`src/rtl/i2c_slave_burst_if.sv`:
```
// i2c_slave_burst_if: pin-side and register-file-side signals of the I2C target.
interface i2c_slave_burst_if #(parameter int REG_AW = 8);
   logic scl_in, sda_in, sda_oe, reg_wen, reg_ren, busy;
   logic [REG_AW-1:0] reg_addr;
   logic [7:0] reg_wdata, reg_rdata;
   modport slave(input scl_in, sda_in, reg_rdata, output sda_oe, reg_wen, reg_ren, reg_addr, reg_wdata, busy);
   modport master(output scl_in, sda_in, reg_rdata, input sda_oe, reg_wen, reg_ren, reg_addr, reg_wdata, busy);
endinterface

```
`src/rtl/i2c_slave_burst.sv`:
```
// i2c_slave_burst: I2C target with 1/2-byte register pointer and burst access.
// Define I2C_AUTO_INC_EN to advance the pointer after every data byte.
module i2c_slave_burst #(
   parameter logic [6:0] SLAVE_ADDR = 7'h50,
   parameter int REG_AW = 8,
   parameter int SYNC_STAGES = 2
) (
   input logic sys_clk,
   input logic reset,
   i2c_slave_burst_if.slave bus
);
   typedef enum logic [3:0] {IDLE, DEV_ADDR, DEV_ACK, REG_ADDR, REG_ACK, WR_DATA, WR_ACK, RD_LOAD, RD_DATA, RD_ACK} state_t;
   state_t state, state_n;
   logic [SYNC_STAGES-1:0] scl_sy, sda_sy;
   logic scl_s, sda_s, scl_q, sda_q, scl_rise, scl_fall, start, stop;
   logic [7:0] shift, byte_in, wdata;
   logic [2:0] cnt;
   logic [REG_AW-1:0] ptr;
   logic [REG_AW+7:0] ptr_cat;
   logic ab, ren_q, oe, wen, busy, last_bit, ack_done, inc;
   assign scl_s = scl_sy[SYNC_STAGES-1];
   assign sda_s = sda_sy[SYNC_STAGES-1];
   assign scl_rise = scl_s & ~scl_q;
   assign scl_fall = ~scl_s & scl_q;
   assign start = scl_s & scl_q & sda_q & ~sda_s;
   assign stop = scl_s & scl_q & ~sda_q & sda_s;
   assign byte_in = {shift[6:0], sda_s};
   assign ptr_cat = {ptr, byte_in};
   assign last_bit = scl_rise && cnt == 3'd7;
   // ACK states drive on the first SCL fall and finish on the second
   assign ack_done = scl_fall && oe;
`ifdef I2C_AUTO_INC_EN
   assign inc = (state == WR_ACK && ack_done) || (state == RD_ACK && scl_rise && !sda_s);
`else
   assign inc = 1'b0;
`endif
   assign bus.sda_oe = oe;
   assign bus.reg_wen = wen;
   assign bus.reg_ren = state == RD_LOAD;
   assign bus.reg_addr = ptr;
   assign bus.reg_wdata = wdata;
   assign bus.busy = busy;
   always_comb begin
      state_n = state;
      if (start) state_n = DEV_ADDR;
      else if (stop) state_n = IDLE;
      else
         case (state)
            DEV_ADDR: if (last_bit) state_n = byte_in[7:1] == SLAVE_ADDR ? DEV_ACK : IDLE;
            DEV_ACK: if (ack_done) state_n = shift[0] ? RD_LOAD : REG_ADDR;
            REG_ADDR: if (last_bit) state_n = REG_ACK;
            REG_ACK: if (ack_done) state_n = (REG_AW == 16 && !ab) ? REG_ADDR : WR_DATA;
            WR_DATA: if (last_bit) state_n = WR_ACK;
            WR_ACK: if (ack_done) state_n = WR_DATA;
            RD_LOAD: state_n = RD_DATA;
            RD_DATA: if (last_bit) state_n = RD_ACK;
            RD_ACK: if (scl_rise) state_n = sda_s ? IDLE : RD_LOAD;
            default: state_n = state;
         endcase
   end
   always_ff @(posedge sys_clk or posedge reset)
      if (reset) begin
         scl_sy <= '1;
         sda_sy <= '1;
         scl_q <= 1'b1;
         sda_q <= 1'b1;
      end else begin
         scl_sy <= {scl_sy[SYNC_STAGES-2:0], bus.scl_in};
         sda_sy <= {sda_sy[SYNC_STAGES-2:0], bus.sda_in};
         scl_q <= scl_s;
         sda_q <= sda_s;
      end
   always_ff @(posedge sys_clk or posedge reset)
      if (reset) begin
         state <= IDLE;
         shift <= '0;
         cnt <= '0;
         ptr <= '0;
         wdata <= '0;
         ab <= 1'b0;
         ren_q <= 1'b0;
         oe <= 1'b0;
         wen <= 1'b0;
         busy <= 1'b0;
      end else begin
         state <= state_n;
         ren_q <= state == RD_LOAD;
         wen <= last_bit && state == WR_DATA;
         busy <= state_n == IDLE ? 1'b0 : (state == DEV_ADDR && state_n == DEV_ACK) ? 1'b1 : busy;
         if (start) begin
            cnt <= '0;
            oe <= 1'b0;
         end else if (stop) oe <= 1'b0;
         else begin
            if (scl_rise && state inside {DEV_ADDR, REG_ADDR, WR_DATA, RD_DATA}) begin
               shift <= byte_in;
               cnt <= cnt + 3'd1;
            end
            if (last_bit && state == REG_ADDR) ptr <= ptr_cat[REG_AW-1:0];
            if (last_bit && state == WR_DATA) wdata <= byte_in;
            if (inc) ptr <= ptr + 1'b1;
            if (state == DEV_ACK) ab <= 1'b0;
            else if (state == REG_ACK && ack_done) ab <= 1'b1;
            // first read byte arrives while SCL is low and is driven at once; later ones wait for the fall
            if (scl_fall && state inside {DEV_ACK, REG_ACK, WR_ACK}) oe <= ~oe;
            else if (scl_fall && state == RD_DATA) oe <= ~shift[7];
            else if (scl_fall && state == RD_ACK) oe <= 1'b0;
            else if (ren_q) begin
               shift <= bus.reg_rdata;
               oe <= ~scl_s & ~bus.reg_rdata[7];
            end
         end
      end
endmodule

```
`src/flat_wrapper.sv`:
```
// flat-port wrapper written by rule: the top's interface ports become plain ports
module i2c_slave_burst_flat 
#(
   parameter logic [6:0] SLAVE_ADDR = 7'h50,
   parameter int REG_AW = 8,
   parameter int SYNC_STAGES = 2
)
  (sys_clk, reset, bus_scl_in, bus_sda_in, bus_reg_rdata, bus_sda_oe, bus_reg_wen, bus_reg_ren, bus_reg_addr, bus_reg_wdata, bus_busy);
  i2c_slave_burst_if #(.REG_AW(REG_AW)) bus_i ();
  input logic sys_clk;
  input logic reset;
  input wire logic [$bits(bus_i.scl_in)-1:0] bus_scl_in;
  input wire logic [$bits(bus_i.sda_in)-1:0] bus_sda_in;
  input wire logic [$bits(bus_i.reg_rdata)-1:0] bus_reg_rdata;
  output wire logic [$bits(bus_i.sda_oe)-1:0] bus_sda_oe;
  output wire logic [$bits(bus_i.reg_wen)-1:0] bus_reg_wen;
  output wire logic [$bits(bus_i.reg_ren)-1:0] bus_reg_ren;
  output wire logic [$bits(bus_i.reg_addr)-1:0] bus_reg_addr;
  output wire logic [$bits(bus_i.reg_wdata)-1:0] bus_reg_wdata;
  output wire logic [$bits(bus_i.busy)-1:0] bus_busy;
  assign bus_i.scl_in = bus_scl_in;
  assign bus_i.sda_in = bus_sda_in;
  assign bus_i.reg_rdata = bus_reg_rdata;
  assign bus_sda_oe = bus_i.sda_oe;
  assign bus_reg_wen = bus_i.reg_wen;
  assign bus_reg_ren = bus_i.reg_ren;
  assign bus_reg_addr = bus_i.reg_addr;
  assign bus_reg_wdata = bus_i.reg_wdata;
  assign bus_busy = bus_i.busy;
  i2c_slave_burst #(.SLAVE_ADDR(SLAVE_ADDR), .REG_AW(REG_AW), .SYNC_STAGES(SYNC_STAGES)) u_core (.sys_clk(sys_clk), .reset(reset), .bus(bus_i));
endmodule
```
`config.mk`:
```
export PLATFORM = sky130hd
export DESIGN_NAME = i2c_slave_burst_flat
export DESIGN_NICKNAME = d
export VERILOG_FILES = /design/src/rtl/i2c_slave_burst_if.sv /design/src/rtl/i2c_slave_burst.sv /design/src/flat_wrapper.sv
export SDC_FILE = /design/constraint.sdc
export NUM_CORES = 1
export LEC_CHECK = 0
export BUFFER_PORTS_ARGS = -buffer_cell sky130_fd_sc_hd__buf_4
export CORE_MARGIN = 3
export CORE_UTILIZATION = 55
export DETAILED_ROUTE_END_ITERATION = 8
export HOLD_SLACK_MARGIN = 0.03
export PLACE_DENSITY_LB_ADDON = 0.2
export SETUP_SLACK_MARGIN = 0.4
export SKIP_LAST_GASP = 1
export SLEW_MARGIN = 20
export SYNTH_ARGS = -nofsm -noshare
export SYNTH_HDL_FRONTEND = slang
export SYNTH_SLANG_ARGS = --single-unit
```
`constraint.sdc`:
```
create_clock -name sys_clk -period 2.8 [get_ports sys_clk]
set_input_delay 0.42 -clock sys_clk [delete_from_list [all_inputs] [get_ports sys_clk]]
set_output_delay 0.42 -clock sys_clk [all_outputs]
set_load 0.1 [all_outputs]
```
[Word-level counts from Yosys, hierarchy flattened]
Cells that the tools add are included.
Word-level totals
  output and inout port bits: 20
  bits of input ports: 12
  register bits after elaboration: 41
Operators by class
  $add $sub $neg: 1
  reduce and logical (&&, ||, !) cells: 20
  bitwise operators: 17
  mux-type cells: 29
  eq/ne operators: 13
Operators by type and width (number)
  two-way mux 8 bit: 5
  two-way mux 4 bit: 9
  case mux 4 bit (8 select lines): 1
  equality test 4 x 3 -> 1 bit (second input constant): 4
  two-way mux 3 bit: 5
  equality test 4 x 2 -> 1 bit (second input constant): 3
  logical AND 1 bit: 9
  inverter 1 bit: 9
  AND 1 bit: 8
  equality test 4 bit (second input constant): 2
  two-way mux 1 bit: 8
  equality test 7 bit (second input constant): 1
  AND reduction 3 bit: 2
  nonzero test 6 bit: 1
  equality test 4 x 1 -> 1 bit (second input constant): 1
  logical NOT 4 bit: 1
  AND reduction 2 bit: 2
  nonzero test 2 bit: 2
  nonzero test 4 bit: 1
  adder 3 x 1 -> 3 bit (second input constant): 1
  equality test 3 bit (second input constant): 1
  nonzero test 3 bit: 1
  two-way mux 2 bit: 1
  inequality test 2 x 1 -> 1 bit (second input constant): 1
  OR reduction 2 bit: 1

[Longest topological paths before layout]
  depth in word-level cells: 11
  depth in mapped cells: 8
  depth with buffers taken out: 8

[Worst setup path after synthesis]
No wires, ideal clock.
  path type: register to output
  start point: register u_core.state[3]
  end point: output bus_reg_ren
  cell stages (with the launch flop): 5
  slack: 189 ps
  data required time: 2380 ps
  arrival time: 2191 ps
  buffers on the path: 2
  cells stage by stage: dfrtp_1 buf_1 buf_2 nand2b_1 nor2_1
On the way
  word-level cells in the longest chain between the ends: 1
Ends and longest elaborated chain
  start: declaration: line i2c_slave_burst.sv:13  | state_t state, state_n;
  start signal: assignment: line i2c_slave_burst.sv:86  | state <= state_n;
  equality test 4 x 3 -> 1 bit: line i2c_slave_burst.sv:39  | assign bus.reg_ren = state == RD_LOAD;
  end: declaration: line flat_wrapper.sv:17  | output wire logic [$bits(bus_i.reg_ren)-1:0] bus_reg_ren;
Every way passes these cells.

[Worst setup path in the final report]
  start point: register u_core.cnt[0]
  end point: register u_core.busy (netlist: u_core.bus.busy)
On the way
  word-level cells in the longest chain between the ends: 9
Ends and longest elaborated chain
  start: declaration: line i2c_slave_burst.sv:17  | logic [2:0] cnt;
  start signal: assignment: line i2c_slave_burst.sv:97  | cnt <= cnt + 3'd1;
  equality test 3 bit *: line i2c_slave_burst.sv:29  | assign last_bit = scl_rise && cnt == 3'd7;
  logical AND 1 bit *: line i2c_slave_burst.sv:29
  two-way mux 4 bit (on tied branches)
  case mux 4 bit (8 select lines) *: line i2c_slave_burst.sv:48  | case (state)
  two-way mux 4 bit *: line i2c_slave_burst.sv:46  | else if (stop) state_n = IDLE;
  two-way mux 4 bit *: line i2c_slave_burst.sv:45  | if (start) state_n = DEV_ADDR;
  via u_core.state_n[1]: line i2c_slave_burst.sv:13
  equality test 4 x 2 -> 1 bit: line i2c_slave_burst.sv:89  | busy <= state_n == IDLE ? 1'b0 : (state == DEV_ADDR && state_n == DEV_ACK) ? 1'b1 : busy;
  logical AND 1 bit: line i2c_slave_burst.sv:89
  nonzero test 2 bit (no source line)
  end signal: assignment: line i2c_slave_burst.sv:89
  end: declaration: line i2c_slave_burst.sv:20  | logic ab, ren_q, oe, wen, busy, last_bit, ack_done, inc;
Mark *: on every way through the listed nets, which the timed path passes. The rest lies on a longest branch.
A chain may end at the register's enable or synchronous reset.

==> metrics <==
Die Span Y ~66 µm; CTS sink cnt 41; Tcrit/Tclk final between 80% and 90%; number of synthesized flops with an enable pin 0; top-area cell type share of the netlist area 44.11%; CP max FO 4; GRT Total Usage between 20% and 30%; most instantiated library cell after synthesis dfrtp_1; Seq pwr share 47.4%; row count 21; worst vdd ir 0.4872 mV; RePlAce Congestion between 0.9 and 1; simple-gate portion of the synthesized area between 15 and 20%; HP Class input pin to register; starting DRC count in detailed routing 99; M1 GR Usage between 30% and 40%; die area around 4400 µm²; post-layout power approximately 1900 µW; Synth area leader dfrtp_1; clock slew at reported path FFs 120 ps; Nets 232; Synth area leaders dfrtp_1 44%, mux2_1 9.1%, dfstp_2 7.9%; YS warnings 0; Gate Count Post-Synth 183; Leakage between 0.001 and 0.0015 µW; Yosys reg bits 41; Critical R2R Launch u_core.cnt[0]; Final Hold Viols 0; layout cell share with drive strength beyond 1 between 20% and 30%; synthesized area per cell between 10 and 15 µm²; vias in the first global route roughly 1500; chip width around 66 µm; startpoint types register; Worst-Skew Late Latency approximately 350 ps; cell family with most CP delay compound AO/OA/AOI/OAI gates; DRT Pass-1 Iters 4; initial core utilization 58.13%; most used cell, CP ha_1; DRC 0; xor and xnor area share after synthesis 0.8822%; met3 GRT Util between 4 and 5%; switch share between 40% and 50%; CORE AREA 3416 µm²; main combinational cell family by area after synthesis simple AND/OR/NAND/NOR gates; TritonCTS Buffers 5; Area Overhead vs Synth 16.89%; status finished, final reports clean; Cell variety after synth between 40 and 50; register area share after synthesis 52.05%; post-synthesis compound-gate area fraction 15.19%; total global routing overflow 0; gr busiest metal met2; worst path arrival time around 2500 ps; Bufs and invs on worst path 0; Slew Viols, Final 0; fmax 0.4433 GHz; post-route ant nets 0; min Tclk post-route around 2300 ps; total negative slack 0 ps; Via density between 6 and 7; fill count 266; Internal 1035 µW; power density over cell area 798.8 nW/µm²; Required @ worst endpoint 3040 ps; Final setup viols 0; Synth Area in Adders under 10%; met2 GRT Util a little under a third; post-synthesis mux area share between 10% and 20%; CTS tree done; antenna violations before repair 0; Critical Path Slowest Stage Cell dfrtp_1; cells along the critical path ha_1 > ha_1 > nand4b_1 > or2_1 > nor4_1 > a32o_1 > o21a_1 > o32a_1; worst hold slack roughly 170 ps; ys async rst share between 90% and 100%; HPWL Detailed 3.117 mm; Post-Syn Nets between 150 and 200; port bufs 31; post-route clock skew ~9.3 ps; worst slew pin tran approximately 850 ps; slew margin rel. between 40 and 50%; synth cell count leaders 35 x dfrtp_1, 21 x nor2_1, 16 x mux2_1; Root Buffer clkbuf_4; Psw ~820 µW; wirelength, routed approximately 4.4 mm; clk buf depth 2; htree depth 2; Synth Cell Area between 1500 and 2000 µm²; Crit Path Class register to register; Ports 32; Setup crit start u_core.cnt[0]; Ant. Diodes 0; Vias around 1600; max_cap viols 0; HP Start bus_sda_in; hold_buf cts 0; max incr delay on CP 410 ps; Crit. End Element register; wire per inst approximately 17 µm; clock power share around 15%; Comb power frac a little under two fifths; RSZ-0062 raised after global routing no; largest net degree at the start of global routing 25; first-pass GRT wire length roughly 7 mm; top_reg_cell synth dfrtp_1
## per-layer routing
| metal | up-vias | share of wire (%) |
|---|---|---|
| li1 | 741 | - |
| met1 | 762 | 44 |
| met2 | 92 | 46 |
| met3 | 6 | 8.6 |
| met4 | 0 | 1.4 |
| met5 | - | 0 |
## worst reg2reg max path: stages (launching register included)
cell and delay, ps:
dfrtp_1 410, ha_1 200, ha_1 240, nand4b_1 200
or2_1 210, nor4_1 70, a32o_1 270, o21a_1 190
o32a_1 340
## path summary, 6_finish.rpt
path,to,slack [ps],depth (start not counted)
worst max-delay path,u_core.bus.busy,540,8
worst min-delay path,u_core.sda_sy[0],170,1
worst max register to register,u_core.bus.busy,540,8
worst min register to register,u_core.scl_sy[1],360,0
max in group asynchronous,u_core.bus.reg_wdata[3],1900,3
min in group asynchronous,u_core.shift[7],240,2
## cells by family after synthesis
logic type | Yosys count
adders and majority gates | 2
and+or+nand+nor | 62
muxes | 19
DFF | 41
AOI/OAI and AO/OA | 45
buffers and inverters | 12
xor gates and xnor gates | 2
## power by group through the flow
stage	combinational, µW	clock [µW]	sequential, µW
5_1_grt	744	323	895
4_1_cts	683	300	871
3_5_place_dp	679	0	883
3_3_place_gp	663	0	868
6_report	690	285	878
2_1_floorplan	409	0	1010
## sequential cells by signal, indices dropped and copies added (netlist names)
| name | count |
|---|---|
| u_core.bus.reg_wen | 1 |
| u_core.bus.sda_oe | 1 |
| u_core.shift | 8 |
| u_core.bus.busy | 1 |
| u_core.sda_sy | 2 |
| u_core.ren_q | 1 |
| u_core.scl_sy | 2 |
| u_core.bus.reg_wdata | 8 |
| u_core.state | 4 |
| u_core.bus.reg_addr | 8 |
| u_core.cnt | 3 |
| u_core.sda_q | 1 |
| u_core.scl_q | 1 |
## layout by cell type, fill, tap and decap left out, types with 3 or more instances in the layout
cell       n
buf_4     36
dfrtp_1   35
nor2_1    19
mux2_1    16
a21oi_1   13
nand2_1   10
o22ai_1    7
nand3_1    6
dfstp_2    6
nand3b_1   5
clkbuf_4   5
o21ai_1    4
inv_1      3
mux2i_1    3
nor2b_1    3
o21ai_0    3
nand2b_1   3
nor3_1     3
## final cells by class
type                            count  area (µm²)  area share (%)
Multi-Input combinational cell    130       889.6           38.33
Timing Repair Buffer               36       270.3           11.64
Inverter                            4       15.01          0.6469
Clock inverter                      3       17.52          0.7547
Tap cell                           46       57.56           2.480
Clock buffer                        5       37.54           1.617
Sequential cell                    41        1033           44.53
## through the flow
| stage | cells | util (%) | setup slack [ps] | instance area [µm²] |
|---|---|---|---|---|
| floorplan | 183 | - | 541.0 | 1988 |
| global placement | 255 | 65.71 | 560.7 | 2245 |
| detailed placement | 255 | 65.71 | 541.6 | 2245 |
| CTS | 263 | 67.33 | 523.3 | 2300 |
| global route | 265 | 67.95 | 435.0 | 2321 |
| finish | 265 | 67.95 | 544.2 | 2321 |
## repair_timing
item / CTS / global route
endpoints found under the setup margin: 0 / 9
buffers inserted: 0 / 2
resized for setup: 0 / 2
Note: power is estimated with default switching activity, not from simulation.
